<file path="src/rtl/mpy_seq_pkg.sv">
`default_nettype none
`timescale 1ns/1ps
// ============================================================================
// Module   : mpy_seq_pkg
// Purpose  : Shared definitions for the sequential multiplier: operation
//            encodings, flag bit positions and FSM state encoding.
// Ports    : none (package)
// Revision : 1.0 - initial release
// ============================================================================
package mpy_seq_pkg;

  // i_op encodings: bit1 selects the high word, bit0 selects signed operands
  localparam logic [1:0] MPY_LO  = 2'b00;
  localparam logic [1:0] MPY_SLO = 2'b01;
  localparam logic [1:0] MPY_UHI = 2'b10;
  localparam logic [1:0] MPY_SHI = 2'b11;

  // Bit positions inside o_flags = {V, N, C, Z}
  localparam int FLAG_V = 3;
  localparam int FLAG_N = 2;
  localparam int FLAG_C = 1;
  localparam int FLAG_Z = 0;

  typedef enum logic [1:0] {
    ST_IDLE = 2'd0,
    ST_SIGN = 2'd1,
    ST_RUN  = 2'd2,
    ST_NEG  = 2'd3
  } mpy_state_e;

endpackage
`default_nettype wire

</file>
<file path="src/rtl/mpy_seq_if.sv">
`default_nettype none
`timescale 1ns/1ps
// ============================================================================
// Module   : mpy_seq_if
// Purpose  : Start/busy/valid handshake bundle between the execute-stage
//            controller (master) and the sequential multiplier (slave).
// Signals  : i_wr     start strobe, operands sampled in the same cycle
//            i_op     {high word, signed}
//            i_a/i_b  multiplicand / multiplier
//            o_busy   operation in progress
//            o_valid  single-cycle result strobe
//            o_result selected product word
//            o_flags  {V, N, C, Z}
// Revision : 1.0 - initial release
// ============================================================================
interface mpy_seq_if #(
  parameter int BW = 32
);
  logic          i_wr;
  logic [1:0]    i_op;
  logic [BW-1:0] i_a;
  logic [BW-1:0] i_b;
  logic          o_busy;
  logic          o_valid;
  logic [BW-1:0] o_result;
  logic [3:0]    o_flags;

  modport master (
    output i_wr, i_op, i_a, i_b,
    input  o_busy, o_valid, o_result, o_flags
  );

  modport slave (
    input  i_wr, i_op, i_a, i_b,
    output o_busy, o_valid, o_result, o_flags
  );
endinterface
`default_nettype wire

</file>
<file path="src/rtl/mpy_seq.sv">
`default_nettype none
`timescale 1ns/1ps
// ============================================================================
// Module   : mpy_seq
// Purpose  : Iterative shift-and-add BW x BW multiplier returning either word
//            of the 2*BW-bit product (signed or unsigned) with ALU flags.
//            Latency: o_valid appears BW+3 cycles after the i_wr cycle.
// Ports    : i_clk  clock
//            i_rst  synchronous active-high reset
//            bus    mpy_seq_if.slave handshake (i_wr/i_op/i_a/i_b in,
//                   o_busy/o_valid/o_result/o_flags out)
// Revision : 1.0 - initial release
// ============================================================================
module mpy_seq
  import mpy_seq_pkg::*;
#(
  parameter int BW   = 32,
  parameter int LGBW = 5
) (
  input  logic        i_clk,
  input  logic        i_rst,
  mpy_seq_if.slave    bus
);

  mpy_state_e        state_q, state_d;
  logic [2*BW-1:0]   mcand_q, mcand_d;   // multiplicand, shifted left each RUN cycle
  logic [2*BW-1:0]   acc_q,   acc_d;
  logic [BW-1:0]     mplier_q, mplier_d; // multiplier, shifted right each RUN cycle
  logic [LGBW-1:0]   cnt_q,   cnt_d;
  logic [1:0]        op_q,    op_d;
  logic              sign_q,  sign_d;
  logic              valid_q, valid_d;
  logic [BW-1:0]     result_q, result_d;
  logic [3:0]        flags_q, flags_d;

  logic [BW-1:0]     w_mcand_mag;
  logic [BW-1:0]     w_mplier_mag;
  logic [2*BW-1:0]   w_prod;
  logic [BW-1:0]     w_word;
  logic [BW-1:0]     w_other;

  // Two's-complement magnitude; the most negative value maps onto itself,
  // which is the correct unsigned magnitude.
  assign w_mcand_mag  = mcand_q[BW-1] ? (~mcand_q[BW-1:0] + BW'(1)) : mcand_q[BW-1:0];
  assign w_mplier_mag = mplier_q[BW-1] ? (~mplier_q + BW'(1)) : mplier_q;

  // Final product with the recorded sign re-applied across the full width,
  // so the carry flag sees the true signed 2*BW result.
  assign w_prod  = sign_q ? (~acc_q + (2*BW)'(1)) : acc_q;
  assign w_word  = op_q[1] ? w_prod[2*BW-1:BW] : w_prod[BW-1:0];
  assign w_other = op_q[1] ? w_prod[BW-1:0]    : w_prod[2*BW-1:BW];

  always_ff @(posedge i_clk) begin
    if (i_rst) begin
      state_q  <= ST_IDLE;
      mcand_q  <= '0;
      acc_q    <= '0;
      mplier_q <= '0;
      cnt_q    <= '0;
      op_q     <= '0;
      sign_q   <= 1'b0;
      valid_q  <= 1'b0;
      result_q <= '0;
      flags_q  <= '0;
    end else begin
      state_q  <= state_d;
      mcand_q  <= mcand_d;
      acc_q    <= acc_d;
      mplier_q <= mplier_d;
      cnt_q    <= cnt_d;
      op_q     <= op_d;
      sign_q   <= sign_d;
      valid_q  <= valid_d;
      result_q <= result_d;
      flags_q  <= flags_d;
    end
  end

  always_comb begin
    state_d  = state_q;
    mcand_d  = mcand_q;
    acc_d    = acc_q;
    mplier_d = mplier_q;
    cnt_d    = cnt_q;
    op_d     = op_q;
    sign_d   = sign_q;
    valid_d  = 1'b0;
    result_d = result_q;
    flags_d  = flags_q;

    // A start strobe restarts from any state; an in-flight operation is
    // dropped without ever raising o_valid.
    if (bus.i_wr) begin
      op_d     = bus.i_op;
      mcand_d  = {{BW{1'b0}}, bus.i_a};
      mplier_d = bus.i_b;
      acc_d    = '0;
      cnt_d    = LGBW'(BW - 1);
      sign_d   = 1'b0;
      state_d  = ST_SIGN;
    end else begin
      case (state_q)
        ST_IDLE: begin
          state_d = ST_IDLE;
        end

        ST_SIGN: begin
          if (op_q[0]) begin
            mcand_d  = {{BW{1'b0}}, w_mcand_mag};
            mplier_d = w_mplier_mag;
            sign_d   = mcand_q[BW-1] ^ mplier_q[BW-1];
          end else begin
            sign_d   = 1'b0;
          end
          state_d = ST_RUN;
        end

        ST_RUN: begin
          if (mplier_q[0]) begin
            acc_d = acc_q + mcand_q;
          end
          mcand_d  = mcand_q << 1;
          mplier_d = mplier_q >> 1;
          cnt_d    = cnt_q - LGBW'(1);
          if (cnt_q == '0) begin
            state_d = ST_NEG;
          end
        end

        ST_NEG: begin
          result_d         = w_word;
          flags_d[FLAG_V]  = 1'b0;
          flags_d[FLAG_N]  = w_word[BW-1];
          flags_d[FLAG_C]  = |w_other;
          flags_d[FLAG_Z]  = (w_word == '0);
          valid_d          = 1'b1;
          state_d          = ST_IDLE;
        end

        default: begin
          state_d = ST_IDLE;
        end
      endcase
    end
  end

  assign bus.o_busy   = (state_q != ST_IDLE);
  assign bus.o_valid  = valid_q;
  assign bus.o_result = result_q;
  assign bus.o_flags  = flags_q;

endmodule
`default_nettype wire
</file>
<file path="src/flat_wrapper.sv">
// flat-port wrapper written by rule: the top's interface ports become plain ports
module mpy_seq_flat import mpy_seq_pkg::*;
#(
  parameter int BW   = 32,
  parameter int LGBW = 5
)
  (i_clk, i_rst, bus_i_wr, bus_i_op, bus_i_a, bus_i_b, bus_o_busy, bus_o_valid, bus_o_result, bus_o_flags);
  mpy_seq_if #(.BW(BW)) bus_i ();
  input  logic i_clk;
  input  logic i_rst;
  input wire logic [$bits(bus_i.i_wr)-1:0] bus_i_wr;
  input wire logic [$bits(bus_i.i_op)-1:0] bus_i_op;
  input wire logic [$bits(bus_i.i_a)-1:0] bus_i_a;
  input wire logic [$bits(bus_i.i_b)-1:0] bus_i_b;
  output wire logic [$bits(bus_i.o_busy)-1:0] bus_o_busy;
  output wire logic [$bits(bus_i.o_valid)-1:0] bus_o_valid;
  output wire logic [$bits(bus_i.o_result)-1:0] bus_o_result;
  output wire logic [$bits(bus_i.o_flags)-1:0] bus_o_flags;
  assign bus_i.i_wr = bus_i_wr;
  assign bus_i.i_op = bus_i_op;
  assign bus_i.i_a = bus_i_a;
  assign bus_i.i_b = bus_i_b;
  assign bus_o_busy = bus_i.o_busy;
  assign bus_o_valid = bus_i.o_valid;
  assign bus_o_result = bus_i.o_result;
  assign bus_o_flags = bus_i.o_flags;
  mpy_seq #(.BW(BW), .LGBW(LGBW)) u_core (.i_clk(i_clk), .i_rst(i_rst), .bus(bus_i));
endmodule
</file>
<file path="config.mk">
export PLATFORM = sky130hd
export DESIGN_NAME = mpy_seq_flat
export DESIGN_NICKNAME = d
export VERILOG_FILES = /design/src/rtl/mpy_seq_pkg.sv /design/src/rtl/mpy_seq_if.sv /design/src/rtl/mpy_seq.sv /design/src/flat_wrapper.sv
export SDC_FILE = /design/constraint.sdc
export NUM_CORES = 1
export LEC_CHECK = 0
export BUFFER_PORTS_ARGS = -buffer_cell sky130_fd_sc_hd__buf_2
export CELL_PAD_IN_SITES_DETAIL_PLACEMENT = 1
export CELL_PAD_IN_SITES_GLOBAL_PLACEMENT = 2
export CORE_MARGIN = 2
export CORE_UTILIZATION = 39
export CTS_BUF_LIST = sky130_fd_sc_hd__clkbuf_4 sky130_fd_sc_hd__clkbuf_8
export DETAILED_ROUTE_END_ITERATION = 7
export PLACE_DENSITY_LB_ADDON = 0.1
export SETUP_SLACK_MARGIN = 0.05
export SLEW_MARGIN = 20
export SYNTH_ARGS = -nofsm -noshare
export SYNTH_HDL_FRONTEND = slang
export SYNTH_SLANG_ARGS = --single-unit
</file>
<file path="constraint.sdc">
create_clock -name i_clk -period 9.8 [get_ports i_clk]
set_input_delay 0.98 -clock i_clk [delete_from_list [all_inputs] [get_ports i_clk]]
set_output_delay 0.98 -clock i_clk [all_outputs]
set_load 0.02 [all_outputs]
</file>
==> flow_summary.toml, run 1 <==
[yosys]
syn_area_per_cell_um2 = 6.914
syn_nets = 2405
async_flop_share = 0
postSynthCellCount = 2263
synth_area_um2 = 15650
yosysWarnings = 0
yosysSeqAreaShare = 0.2623
synth.distinct_cells = 79
ys.flop_type = "dfxtp_1"
synth_edf_count = 0
ys_ff_latch = 205

[timing]
final_hold_viol_count = 0
clock.fmax_mhz = 233.1
slew_headroom = 0.3810
min_period_over_period = 0.4377
worst_pin_slew_ps = 916.5
layout_min_cycle_time_ps = 4289
final.setup.tns_ps = 0
rsz0062_at_grt = "false"
setup_viol_count_final = 0
finClkSkew_ps = 45.81
maxSlewViolCount = 0

[die]
fp-row-count = 73
die_w_um = 204.3
num_io_pins = 107
core_area_um2 = 39640
initial_core_util = 0.3947
fp.dieH_um = 204.3
dieArea_um2 = 41740

[place]
placedInstanceArea_um2 = 16400
dp_hpwl_um = 41940
io_buffers = 105
globalplace.congestion = 0.9377

[cts]
htreeDepth = 2
root_buffer = "clkbuf_8"
cts_hold_buf = 0
cts_buffers = 43
clk_pin_slew_ps = 50
cts_resized = 0
cts_setup_buffers = 0
cts_buffer_depth = 3
clkSinkCount = 205
clk_latency_ps = 630
tritoncts = "yes"

[detailed_routing]
drt_iter0_drc = 950
dr.pass1.iters = 5
wl_per_cell_um = 20.59
route.detailed.drc = 0
finalWirelength_um = 58100
routed_via_density = 5.965
vias = 16830
detail-route-antenna-nets = 0

[pwr]
intPower_mw = 1.475
p_sw_frac = 0.2966
ir_drop_mv = 0.08195
power.switching_mw = 0.6220
p_leak_nw = 7.039
p_seq_frac = 0.423
clkPwrFrac = 0.454
combPwrFrac = 0.123
powerDensity_nw_per_um2 = 121.5
finalPower_mw = 2.097

[critical_path]
startpoint = "u_core.acc_q[2]"
endpoint_kind = "register"
start_kind = "register"
crit_arrival_ps = 4790
critPathMaxFanout = 12
worstPathRequired_ps = 10300
slowest_delay_ps = 710
path_cells = "or4_1, nor4_4, nand4_1, or4_1, nand2_1, xnor2_1, a21oi_1, nor4bb_1, nand4_1, o31ai_1"
r2r-start = "u_core.acc_q[2]"
crit_type = "register to register"
critPathSlowestCell = "or4_1"

[global_route]
antenna_found_initial = 0
grt_pass1_vias = 16830
gr-total-overflow = 0
grt_max_degree = 86
grt_usage = 0.2749
grt_pass1_wl_um = 92870

[finish]
drive_above_1_share = 0.09882
finalCoreUtilization = 0.4355
final_common_cell = "nand2_1"
nets = 2412
antenna_cells = 0
syn2layout_area_growth_pct = 10.32
layout_common_cells = "nand2_1, a21oi_1, nor2_1"
design_area_um2 = 17260

[status]
status = "complete, no violations"

[flow_run]
cap_violations = 0

[min_path]
hp-class = "register to register"
hp-start = "u_core.bus.o_result[5]"
==> worst max-delay path, delay by kind of cell (launching register included) <==
kind	cells	cell delay, ps
and+or+nand+nor	7	3250
DFF	1	400
AOI/OAI and AO/OA	2	450
xor gates and xnor gates	1	80
==> registers in the layout, summed over array words and instances, names as in the netlist, 2 cells and up <==
name / flops
u_core.cnt_q: 5
u_core.mplier_q: 32
u_core.acc_q: 64
u_core.mcand_q: 64
u_core.bus.o_result: 32
u_core.bus.o_flags: 2
u_core.op_q: 2
u_core.state_q: 2
==> area by class of cell <==
class                   instances  area, um2
well taps                     525      656.9
clock inverters                 5      31.28
clock buffers                  67      828.3
fillers                      5071      22380
repair buffers                127      695.7
multi-input cells            1853      10790
flip-flops and latches        205       4106
inverters                      40      150.1
==> through the flow <==
stage	std cells	hold slack, ps	setup slack, ps
finish	2822	449.6	5511
global route	2822	467.4	5327
CTS	2822	454.5	5600
detailed placement	2750	446.7	5628
global placement	2750	437.4	5732
floorplan	2263	437.1	6313
==> path summary, 6_finish.rpt <==
kind	to	cells after the start	slack [ps]
worst max register to register	u_core.bus.o_flags[0]	10	5510
worst min register to register	u_core.bus.o_result[5]	2	450
worst max-delay path	u_core.bus.o_flags[0]	10	5510
worst min-delay path	u_core.bus.o_result[5]	2	450
==> Yosys cell counts, types with 8 or more instances <==
| cell | count | area [um2] |
|---|---|---|
| a211oi_1 | 20 | 150.1 |
| a21o_1 | 40 | 300.3 |
| a21oi_1 | 274 | 1371 |
| a221oi_1 | 26 | 227.7 |
| a31oi_1 | 13 | 81.33 |
| and2_1 | 8 | 50.05 |
| and3_1 | 41 | 256.5 |
| buf_1 | 16 | 60.06 |
| clkbuf_1 | 142 | 533.0 |
| dfxtp_1 | 205 | 4104 |
| ha_1 | 72 | 900.9 |
| inv_1 | 40 | 150.1 |
| mux2i_1 | 10 | 100.1 |
| nand2_1 | 357 | 1340 |
| nand2b_1 | 18 | 112.6 |
| nand3_1 | 65 | 325.3 |
| nand4_1 | 29 | 181.4 |
| nor2_1 | 205 | 769.5 |
| nor2b_1 | 11 | 68.82 |
| nor3_1 | 74 | 370.4 |
| nor3b_1 | 8 | 60.06 |
| nor4_1 | 36 | 225.2 |
| o211ai_1 | 11 | 82.58 |
| o21ai_0 | 200 | 1001 |
| o21bai_1 | 14 | 105.1 |
| o31a_1 | 8 | 70.07 |
| o31ai_1 | 25 | 187.7 |
| o41ai_1 | 13 | 113.9 |
| or3_1 | 34 | 212.7 |
| or4_1 | 17 | 127.6 |
| xnor2_1 | 62 | 543.0 |
| xor2_1 | 50 | 437.9 |
==> logic make-up after synthesis <==
group                      count (synthesis)  synth area share
other                                      1         0.0002397
AOI/OAI and AO/OA                        714            0.2737
and+or+nand+nor                          940            0.2830
buffers and inverters                    205           0.05062
muxes                                     13          0.008557
DFF                                      205            0.2623
xor gates and xnor gates                 112           0.06269
adders and majority gates                 73           0.05886
==> power by group through the flow <==
stage | logic (mW) | clock network (mW) | registers (mW)
finish | 0.259 | 0.952 | 0.887
floorplan | 0.183 | 0 | 0.890
CTS | 0.260 | 0.980 | 0.886
global route | 0.292 | 1.02 | 0.889
global placement | 0.252 | 0 | 0.903
detailed placement | 0.258 | 0 | 0.904
==> routing by layer <==
metal,track usage,up-vias,part of all wire,wire length (um)
met4,0.08799,0,0.024,1421
met5,0,-,0,0
met1,0.3743,8250,0.47,27370
met3,0.03093,86,0.038,2194
li1,-,8167,-,-
met2,0.4527,331,0.47,27120
No activity file was read; power rests on OpenSTA's default activity.
==> run 2: changes to the inputs <==
- ABC_AREA: unset -> 1
- CORE_UTILIZATION: 39 -> 31
- clock period: 9.8 -> 3.77 ns (I/O delays scaled with it)
==> run 2 against run 1 <==
Compared with the run above:
- via count is 14% higher
- global-route usage is 0.73 points lower
- setup slack worse by 5200 ps
- critical endpoint unchanged
==> flow_summary.toml, run 2 <==
[finish]
layout_common_cells = "nand2_1, nor2_1, inv_1"
fillCellCount = 7117
reg_top3 = "u_core.acc_q (64), u_core.mcand_q (64)"
multi_input_area_um2 = 11160
finalNonFillerCells = 3556
nets = 2969
syn2layout_area_growth_pct = 13.39
register_area_um2 = 4105
final_common_cell = "nand2_1"
drive_above_1_share = 0.1053

[yosys]
yosysSeqAreaShare = 0.2422
syn_nets = 2885
postSynthCellCount = 2743
ys_ff_latch = 205
synth_edf_count = 0
synth_area_um2 = 16940
synth_most_common_cell = "nand2_1"
yosysWarnings = 0
yosys.area.top_type = "dfxtp_1"
ys.flop_type = "dfxtp_1"
syn_area_per_cell_um2 = 6.176
netlist.area_leader.share = 0.2422
synth.distinct_cells = 57
ys_top_cells_by_area = "dfxtp_1, nand2_1, nor2_1, inv_1, o21ai_0"
netlist_top_cells_count = "nand2_1, nor2_1, inv_1"
async_flop_share = 0

[timing]
maxSlewViolCount = 0
min_period_over_period = 0.9134
final_hold_viol_count = 0
rsz0062_at_grt = "false"
layout_min_cycle_time_ps = 3443
slew_headroom = 0.3297
final.setup.tns_ps = 0
setup_viol_count_final = 0
holdWs_ps = 46.65
finClkSkew_ps = 48.61
worst_pin_slew_ps = 1002
clock.fmax_mhz = 290.4

[die]
die_w_um = 237.8
num_io_pins = 107
initial_core_util = 0.3142
dieArea_um2 = 56530
core_area_um2 = 53920
fp.dieH_um = 237.8
fp-row-count = 85

[cts]
clk_pin_slew_ps = 60
htreeDepth = 2
tritoncts = "yes"
cts_resized = 0
cts_buffers = 45
cts_setup_buffers = 0
root_buffer = "clkbuf_8"
cts_buffer_depth = 3
clkSinkCount = 205
clk_latency_ps = 650
cts_hold_buf = 3

[global_route]
gr-total-overflow = 0
grt_usage = 0.2676
grt_max_degree = 66
grt_pass1_wl_um = 116500
antenna_found_initial = 2
grt_pass1_vias = 19400

[critical_path]
reg2reg_slack_ps = 330
r2r-start = "u_core.acc_q[1]"
r2r_end = "u_core.bus.o_flags[0]"
start_kind = "register"
critPathMaxFanout = 9
worstPathRequired_ps = 4310
crit_arrival_ps = 3980
endpoint_kind = "register"
crit_type = "register to register"
reg2reg_depth = 15

[pwr]
ir_drop_mv = 0.2118
p_leak_nw = 9.514
finalPower_mw = 6.185
powerDensity_nw_per_um2 = 322.0

[detailed_routing]
vias = 19240
routed_via_density = 5.411
wl_per_cell_um = 21.55
route.detailed.drc = 0
dr.pass1.iters = 5
detail-route-antenna-nets = 0
drt_iter0_drc = 1255
finalWirelength_um = 76620

[min_path]
hp-start = "bus_i_a[26]"
hold-path-cell-count = 3
min_to = "u_core.mcand_q[26]"
hp-class = "input pin to register"

[place]
globalplace.congestion = 0.9141
dp_cells = 3473
io_buffers = 105
dp_hpwl_um = 61250

[flow_run]
cap_violations = 0

[status]
status = "complete, no violations"
[run 2: changes by cell type after synthesis, moves of 26 or more]
cell      before  now
or3_1         34    0
a221oi_1      26   78
nor3_1        74   29
inv_1         40  340
and3_1        41    0
xnor2_1       62   13
nor4_1        36   10
nand3_1       65  196
nand2_1      357  579
nor2_1       205  371
a21oi_1      274  194
clkbuf_1     142   72
[run 2: final cells by class]
type	count	share of cell area
Multi-Input combinational cell	2088	0.5811
Tap cell	696	0.04533
Sequential cell	205	0.2137
Timing Repair Buffer	134	0.04038
Clock inverter	9	0.003126
Inverter	353	0.06898
Antenna cell	1	0.0001303
Clock buffer	70	0.04722
[run 2: metal layers]
layer | share of wire | vias to the layer above | track usage | routed length, um
li1 | - | 9413 | - | -
met2 | 0.43 | 415 | 0.4063 | 32610
met3 | 0.050 | 116 | 0.04262 | 3840
met5 | 0 | - | 0 | 0
met1 | 0.50 | 9298 | 0.3866 | 38000
met4 | 0.028 | 0 | 0.07909 | 2174
[run 2: cell families after synthesis]
logic type / Yosys count / synth area share
xor gates and xnor gates: 69 / 0.03656
and+or+nand+nor: 1294 / 0.3273
adders and majority gates: 73 / 0.05436
buffers and inverters: 450 / 0.1015
DFF: 205 / 0.2422
AOI/OAI and AO/OA: 651 / 0.2379
other: 1 / 0.0002214
[run 2: worst max path at each step]
stage / start / endpoint / slack [ps] / depth (start not counted)
finish: u_core.acc_q[1] / u_core.bus.o_flags[0] / 330 / 15
global route: u_core.acc_q[1] / u_core.bus.o_flags[0] / 210 / 15
CTS: u_core.acc_q[1] / u_core.bus.o_flags[0] / 390 / 15
detailed placement: u_core.acc_q[1] / u_core.bus.o_flags[0] / 440 / 15
global placement: u_core.acc_q[1] / u_core.bus.o_flags[0] / 390 / 15
floorplan: u_core.acc_q[0] / u_core.acc_q[44] / 1450 / 17
[run 2: metrics by stage]
stage | area, um2 | worst slack [ps] | util
floorplan | 16940 | 1454 | -
global placement | 18210 | 386.8 | 0.3377
detailed placement | 18210 | 440.8 | 0.3377
CTS | 19210 | 390.3 | 0.3562
global route | 19210 | 214.1 | 0.3563
finish | 19210 | 326.6 | 0.3563
[run 2: critical path, cell delays in order, from the launching register on]
cell and delay, ps:
dfxtp_1 350, inv_2 130, ha_1 230, nand3_4 110, nor2_4 220, nand3_1 120, nand2_2 320, xor2_1 820
nand2_1 140, nand2_1 150, nand2_1 70, nor2_1 120, nand2_1 110, nor2_2 200, nand3_2 120, a21oi_2 140
[run 2: power by group]
part / internal, mW / switching, mW
Combinational: 0.344 / 0.722
Clock: 1.53 / 1.19
Sequential: 2.26 / 0.140
Total: 4.13 / 2.05
